--- src/rtl/aes_inv_round_ctrl.sv ---
// -----------------------------------------------------------------------------
// aes_inv_round_ctrl
//
// Iterative AES decryption sequencer. Owns the 128-bit working state and the
// round counter, applies the initial AddRoundKey on block acceptance, then
// steps an external combinational inverse-round datapath once per cycle
// (InvShiftRows, InvSubBytes, AddRoundKey, InvMixColumns) until round 0, which
// skips InvMixColumns. The finished block is held on plainOut until the sink
// takes it; a new block may be accepted in that same cycle.
//
// Ports:
//   clk            system clock, all state updates on the rising edge
//   reset          synchronous, active-high reset
//   in_valid       cipherIn holds a valid block
//   in_ready       block accepted when in_valid && in_ready
//   cipherIn       ciphertext block, byte 0 = bits [0:7]
//   round_key_idx  index of the round key needed this cycle
//   round_key      round key for round_key_idx, valid in the same cycle
//   dp_state       state presented to the inverse-round datapath
//   dp_last        final round: datapath bypasses InvMixColumns
//   dp_result      datapath result for dp_state / round_key / dp_last
//   out_valid      plainOut holds a finished block
//   out_ready      sink accepts when out_valid && out_ready
//   plainOut       plaintext block
//   busy           high while a block is being processed or awaiting pickup
//
// KIDX_W must be wide enough to hold NR (2**KIDX_W > NR).
// -----------------------------------------------------------------------------
module aes_inv_round_ctrl #(
   parameter int NR     = 10,
   parameter int KIDX_W = 4
) (
   input  logic              clk,
   input  logic              reset,
   input  logic              in_valid,
   output logic              in_ready,
   input  logic [0:127]      cipherIn,
   output logic [KIDX_W-1:0] round_key_idx,
   input  logic [0:127]      round_key,
   output logic [0:127]      dp_state,
   output logic              dp_last,
   input  logic [0:127]      dp_result,
   output logic              out_valid,
   input  logic              out_ready,
   output logic [0:127]      plainOut,
   output logic              busy
);

   typedef enum logic [1:0] {
      IDLE  = 2'd0,
      ROUND = 2'd1,
      DONE  = 2'd2
   } fsmStateT;

   localparam logic [KIDX_W-1:0] KIDX_FIRST = KIDX_W'(NR);
   localparam logic [KIDX_W-1:0] ROUND_INIT = KIDX_W'(NR - 1);
   localparam logic [KIDX_W-1:0] ROUND_ZERO = {KIDX_W{1'b0}};
   localparam logic [KIDX_W-1:0] ROUND_ONE  = {{(KIDX_W-1){1'b0}}, 1'b1};

   fsmStateT          fsmState;
   logic [0:127]      stateReg;
   logic [KIDX_W-1:0] roundCnt;
   logic              outValidReg;
   logic              busyReg;
   logic              accept;

   // Handshake and datapath control decoded from the FSM state.
   always_comb begin
      in_ready      = 1'b0;
      round_key_idx = KIDX_FIRST;
      dp_last       = 1'b0;
      case (fsmState)
         IDLE: begin
            in_ready = 1'b1;
         end
         ROUND: begin
            round_key_idx = roundCnt;
            if (roundCnt == ROUND_ZERO) begin
               dp_last = 1'b1;
            end else begin
               dp_last = 1'b0;
            end
         end
         DONE: begin
            // The slot frees up in the same cycle the sink takes the result,
            // so a waiting block loses no cycle; key index stays at NR here.
            in_ready = out_ready;
         end
         default: begin
            in_ready = 1'b0;
         end
      endcase
   end

   assign accept    = in_valid && in_ready;
   assign dp_state  = stateReg;
   assign plainOut  = stateReg;
   assign out_valid = outValidReg;
   assign busy      = busyReg;

   // Sequencer FSM: state register, round counter and registered status.
   always_ff @(posedge clk) begin
      if (reset) begin
         fsmState    <= IDLE;
         stateReg    <= 128'h0;
         roundCnt    <= ROUND_ZERO;
         outValidReg <= 1'b0;
         busyReg     <= 1'b0;
      end else begin
         case (fsmState)
            IDLE: begin
               if (accept) begin
                  // Initial AddRoundKey with key NR (round_key_idx = NR in IDLE).
                  stateReg <= cipherIn ^ round_key;
                  roundCnt <= ROUND_INIT;
                  fsmState <= ROUND;
                  busyReg  <= 1'b1;
               end
            end
            ROUND: begin
               stateReg <= dp_result;
               if (roundCnt == ROUND_ZERO) begin
                  // Counter parks at zero; it is reloaded on the next accept.
                  fsmState    <= DONE;
                  outValidReg <= 1'b1;
               end else begin
                  roundCnt <= roundCnt - ROUND_ONE;
               end
            end
            DONE: begin
               if (out_ready) begin
                  outValidReg <= 1'b0;
                  if (in_valid) begin
                     stateReg <= cipherIn ^ round_key;
                     roundCnt <= ROUND_INIT;
                     fsmState <= ROUND;
                     busyReg  <= 1'b1;
                  end else begin
                     fsmState <= IDLE;
                     busyReg  <= 1'b0;
                  end
               end
            end
            default: begin
               fsmState    <= IDLE;
               outValidReg <= 1'b0;
               busyReg     <= 1'b0;
            end
         endcase
      end
   end

endmodule

--- config.mk ---
export PLATFORM = sky130hd
export DESIGN_NAME = aes_inv_round_ctrl
export DESIGN_NICKNAME = d
export VERILOG_FILES = /design/src/rtl/aes_inv_round_ctrl.sv
export SDC_FILE = /design/constraint.sdc
export NUM_CORES = 1
export LEC_CHECK = 0
export CAP_MARGIN = 15
export CORE_AREA = 8 8 249 251
export DETAILED_ROUTE_END_ITERATION = 8
export DIE_AREA = 0 0 257 259
export SLEW_MARGIN = 20
export SYNTH_ARGS = -nofsm -noshare
export SYNTH_HDL_FRONTEND = slang
export SYNTH_SLANG_ARGS = --single-unit
--- constraint.sdc ---
create_clock -name clk -period 2.4 [get_ports clk]
set_clock_uncertainty 0.1 [all_clocks]
set_input_delay 0.36 -clock clk [delete_from_list [all_inputs] [get_ports clk]]
set_output_delay 0.36 -clock clk [all_outputs]
set_load 0.02 [all_outputs]
## Word level (Yosys, flattened, before mapping)

Index checks and enable logic that the tools add are counted.

| operators by class | value |
|---|---|
| $add $sub $neg | 1 |
| equality and inequality tests | 7 |
| multiplexer cells | 25 |
| bitwise logic cells | 3 |
| reductions and logical operators | 9 |

Operator list:

| operator | number |
|---|---|
| two-way mux 128 bit | 3 |
| one-hot mux 128 bit (3 select lines) | 1 |
| XOR 128 bit | 1 |
| two-way mux 4 bit | 5 |
| one-hot mux 4 bit (3 select lines) | 1 |
| inequality test 2 bit (second input constant) | 5 |
| AND reduction 3 bit | 3 |
| two-way mux 1 bit | 8 |
| two-way mux 2 bit | 3 |
| one-hot mux 1 bit (3 select lines) | 2 |
| one-hot mux 2 bit (3 select lines) | 1 |
| AND reduction 5 bit | 1 |
| zero test 4 bit | 1 |
| AND reduction 4 bit | 1 |
| subtractor 4 x 1 -> 4 bit (second input constant) | 1 |
| nonzero test 3 bit | 1 |
| == test 2 x 1 -> 1 bit (second input constant) | 1 |
| == test 2 bit (second input constant) | 1 |
| zero test 2 bit | 1 |
| NOT 1 bit | 2 |
| one-hot mux 1 bit (2 select lines) | 1 |
| logical AND 1 bit | 1 |

| word-level totals | value |
|---|---|
| bits in registers | 136 |
| bits of input ports | 388 |
| word-level logic and storage cells | 50 |

## Depth between registers and ports, before layout

| depth | value |
|---|---|
| word-level depth | 5 |
| depth in mapped cells | 8 |

## Least setup slack after synthesis

Ideal clock, no wire load.

| timing | value |
|---|---|
| path kind | reg2reg |
| start point | register roundCnt[0] |
| end point | register roundCnt[2] |
| library setup time | 87 ps |
| arrival | 1419 ps |
| path slack | 795 ps |
| stages on the path, launching flop included | 7 |
| buffers on the path | 0 |
| period minus slack after synthesis | 1605 ps |
| path through | dfxtp_1 inv_1 ha_1 nand4bb_1 nand4_2 or3_1 a221oi_2 |

| between the ends | value |
|---|---|
| cells in the longest elaborated chain, start to end | 3 |
| elaborated cells between the ends (all ways) | 6 |
| classes of those cells | add/sub: 1; eq/ne: 1; mux: 2; reduce/logical: 2 |

RTL lines:

| what | RTL line | RTL |
|---|---|---|
| from (decl) | 62 | `logic [KIDX_W-1:0] roundCnt;` |
| from (signal assigned) | 127 | `roundCnt <= roundCnt - ROUND_ONE;` |
| subtractor 4 x 1 -> 4 bit / zero test 4 bit (equally long branches) | 127, 122 |  |
| two-way mux 4 bit / inequality test 2 bit (equally long branches) | n/a |  |
| one-hot mux 4 bit (3 select lines) / AND reduction 5 bit (equally long branches) | n/a |  |

Parallel ways exist; a longest one is shown, timed or not. The select of a mux whose other input is x is not followed.
A chain may end at the register's enable or synchronous reset.

## Worst setup path after layout

| timing | value |
|---|---|
| start point | register fsmState[0] |
| end point | output in_ready |

| between the ends | value |
|---|---|
| cells in the longest elaborated chain, start to end | 2 |
| elaborated cells between the ends (all ways) | 3 |
| classes of those cells | eq/ne: 1; mux: 1; reduce/logical: 1 |

RTL lines:

| what | RTL line | RTL |
|---|---|---|
| from (decl) | 60 | `fsmStateT fsmState;` |
| from (signal assigned) | 104 | `fsmState <= IDLE;` |
| from (signal assigned) | 116 | `fsmState <= ROUND;` |
| from (signal assigned) | 124 | `fsmState <= DONE;` |
| == test 2 bit / zero test 2 bit (equally long branches) | 72 | `case (fsmState)` |
| one-hot mux 1 bit (2 select lines) (*) | 72 |  |
| to (decl) | 36 | `output logic in_ready,` |

Mark *: on every way between the ends. The rest lies on a longest branch, timed or not.

==> flow_summary.toml <==
[outcome]
outcome = "finished clean"

[timing]
maxSlewViolCount = 0
min_period_ns = 2.23
max_slew.worst_pin.slew_ns = 0.610
final.setup.worst_slack_ns = 0.169
grt_setup_unrepaired = "false"
setup_tns_ns = 0
slew_headroom_pct = 59.4
hold_viol = 0
period_share_pct = 93.0
fmax_mhz = 448
setup_viol = 0

[finish]
area.growth.synth_to_final_pct = 78.6
diodes = 0
fin_nets = 1927
final_layout_size_suffix_gt1_share_pct = 18.6
post-route-util_pct = 27.8

[synthesis]
postSynthAreaPerCell_sq_um = 8.87
syn-instance-count = 1022
synth_flop_cell = "dfxtp_1"
synth_fp_nets = 1412
synth_edf_count = 0
ys.warnings.count = 0
ys_seq_elements = 136
syn_area_sq_mm = 0.00906
yosysSeqAreaShare_pct = 30.0
synthDistinctLibCells = 36
synthArstFlopShare_pct = 0

[floorplanning]
ioPinCount = 652
start_util_pct = 15.6
die_h_microns = 259
row_count = 89
core_area_sq_mm = 0.0582
dieArea_sq_mm = 0.0666
die_w_microns = 257

[clocking]
cts_tree = "done"
cts.clk_slew.worst_paths_ns = 0.07
postCtsSetupRepairBufs = 0
root_buffer = "clkbuf_16"
insertion_delay_ns = 0.46
cts_buffer_depth = 2
htree_num_levels = 4
cts.sinks = 136
numCtsBuffers = 17
cts_hold_buffers = 0

[worst_setup_path]
cp.arrival_ns = 1.77
cpMaxStageDelayCell = "clkdlybuf4s50_1"
cp-start-kind = "flip-flop"
cp_max_fo = 8
endpoint_kind = "primary output"
crit_family = "buffers and inverters"
critPathBufInv = 2
critPathLaunch = "fsmState[0]$_SDFFE_PP0P_"
path_class = "reg -> out"
cp.required_ns = 1.94
rr_worst_depth = 7
path_cells = "buf_4 -> a21oi_1 -> clkdlybuf4s50_1"
path_depth = 3
cp-endpoint = "in_ready"
r2r_slack_ns = 0.54
regToRegEndpoint = "dp_state[14]$_SDFFE_PP0P_"
critPathMaxStageDelay_ns = 0.65
r2r-start = "fsmState[0]$_SDFFE_PP0P_"

[power_and_ir_drop]
clkPwrFrac_pct = 27.6
pwr-share-comb_pct = 44.5
p_leak_nw = 5.71
p_sw_w = 0.00374
power_density_mw_per_mm2 = 642
switching_share_pct = 36.0
p_int_w = 0.00665
p_seq_share_pct = 27.9
ir_drop_v = 0.000534
p_total_w = 0.0104

[placed_design]
globalplace.congestion = 0.792
portBuffers = 651
dp_slack_ns = 0.165
dp_hpwl_mm = 34.4

[flow_run]
cap_violations = 0

[route]
ant_nets = 0
wl_met2_mm = 21.3
drc_errors = 0
via_count = 8977
drt_iter0_drc = 255
vias_per_cell = 3.87
routed_wl_mm = 41.2
top_layer_used = "met4"
met1Wirelength_mm = 15.4
wl_met3_mm = 3.75
wl_per_cell_microns = 17.8
drt_pass1_iterations = 4

[grt]
grt_pass1_wl_mm = 61.0
track_usage_pct = 11.9
grt_max_degree = 63
antenna_found_initial = 1
grt_overflow_total = 0
grt_pass1_vias = 9894

[worst_hold_path]
min_path_cells = 2
min_path_type = "in -> reg"
## repair_timing
| item | CTS | global route |
|---|---|---|
| setup endpoints to repair | 5 | 2 |
| resized for setup | 4 | 1 |
| endpoints found under the hold margin | 0 | 0 |
## layer usage
layer,GRT usage [%],up-vias
li1,-,4337
met1,11.9,4189
met2,21.8,415
met3,5.29,36
met4,3.88,0
met5,0,-
## layout by cell type, fill, tap and decap left out, types with 2 or more instances in the layout
cell type / instances
ha_1: 2
a21oi_1: 32
clkbuf_16: 17
clkinv_2: 2
nor2_1: 4
o211ai_2: 100
clkdlybuf4s50_1: 646
or3_1: 2
bufinv_16: 4
inv_6: 3
buf_12: 11
clkinv_4: 4
buf_4: 36
nand2_1: 262
a21oi_2: 100
o211ai_1: 28
inv_1: 6
dfxtp_1: 135
nand2b_1: 2
xnor2_1: 128
dlygate4sd2_1: 3
## sequential cells by signal, indices dropped and copies added, names as in the netlist
| name | flops |
|---|---|
| busy | 1 |
| dp_state | 128 |
| fsmState | 2 |
| out_valid | 1 |
| roundCnt | 4 |
## worst min-delay path by stage
stage,startpoint,end,slack (ns)
2_1_floorplan,in_valid,roundCnt[2]$_SDFFE_PP0P_,0.35
3_3_place_gp,dp_state[69]$_SDFFE_PP0P_,dp_state[69]$_SDFFE_PP0P_,0.35
3_5_place_dp,busy$_SDFFE_PP0P_,busy$_SDFFE_PP0P_,0.36
4_1_cts,reset,dp_state[42]$_SDFFE_PP0P_,0.21
5_1_grt,reset,dp_state[42]$_SDFFE_PP0P_,0.24
6_report,reset,dp_state[42]$_SDFFE_PP0P_,0.25
## synthesized netlist by cell type, types with 2 or more instances
library cell,instances,area share [%]
nand2_1,262,11
dfxtp_1,136,30
buf_4,132,11
xnor2_1,128,12
a21oi_2,100,9.7
o211ai_2,100,14
buf_2,35,1.9
a21oi_1,32,1.8
o211ai_1,28,2.3
clkbuf_1,20,0.83
buf_12,11,2.4
inv_1,6,0.25
nor2_1,4,0.17
nand2b_1,3,0.21
buf_6,2,0.25
ha_1,2,0.28
or3_1,2,0.14
## layout make-up
class | instances | area [sq um]
clock buffer | 17 | 425
clock inverter | 14 | 199
fill | 6175 | 42000
inverter | 6 | 22.5
multi-input combinational | 679 | 4860
sequential | 136 | 2720
tap | 773 | 967
timing repair buffer | 697 | 6990
## metrics by stage
stage                     instance area, sq um  hold WS [ns]  cells
after floorplan                           9060         0.348   1022
after global placement                   15600         0.355   2291
after detailed placement                 15600         0.359   2291
after CTS                                16200         0.212   2322
after global routing                     16200         0.241   2322
final                                    16200         0.250   2322
## power groups by stage
stage	Clock (W)	Sequential, W	Combinational, W
CTS	0.00301	0.00291	0.00470
finish	0.00287	0.00290	0.00462
global route	0.00309	0.00295	0.00494
detailed placement	0	0.00295	0.00469
floorplan	0	0.00318	0.00243
global placement	0	0.00294	0.00465
## worst reg2reg max path: cells and delay by family, from the launching register on
kind / cells / cell delay, ns
AND/OR/NAND/NOR: 1 / 0.24
buffers and inverters: 3 / 0.63
flip-flops: 1 / 0.31
AO/OA/AOI/OAI: 3 / 0.53
## cell families after synthesis
| group | count (synthesis) | synth area share (%) |
|---|---|---|
| flip-flops | 136 | 30.0 |
| adder cells (fa/ha/maj) | 2 | 0.276 |
| AND/OR/NAND/NOR | 281 | 12.2 |
| XOR/XNOR | 128 | 12.4 |
| AO/OA/AOI/OAI | 268 | 28.4 |
| buffers and inverters | 207 | 16.7 |
(Power assumes the default switching activity.)
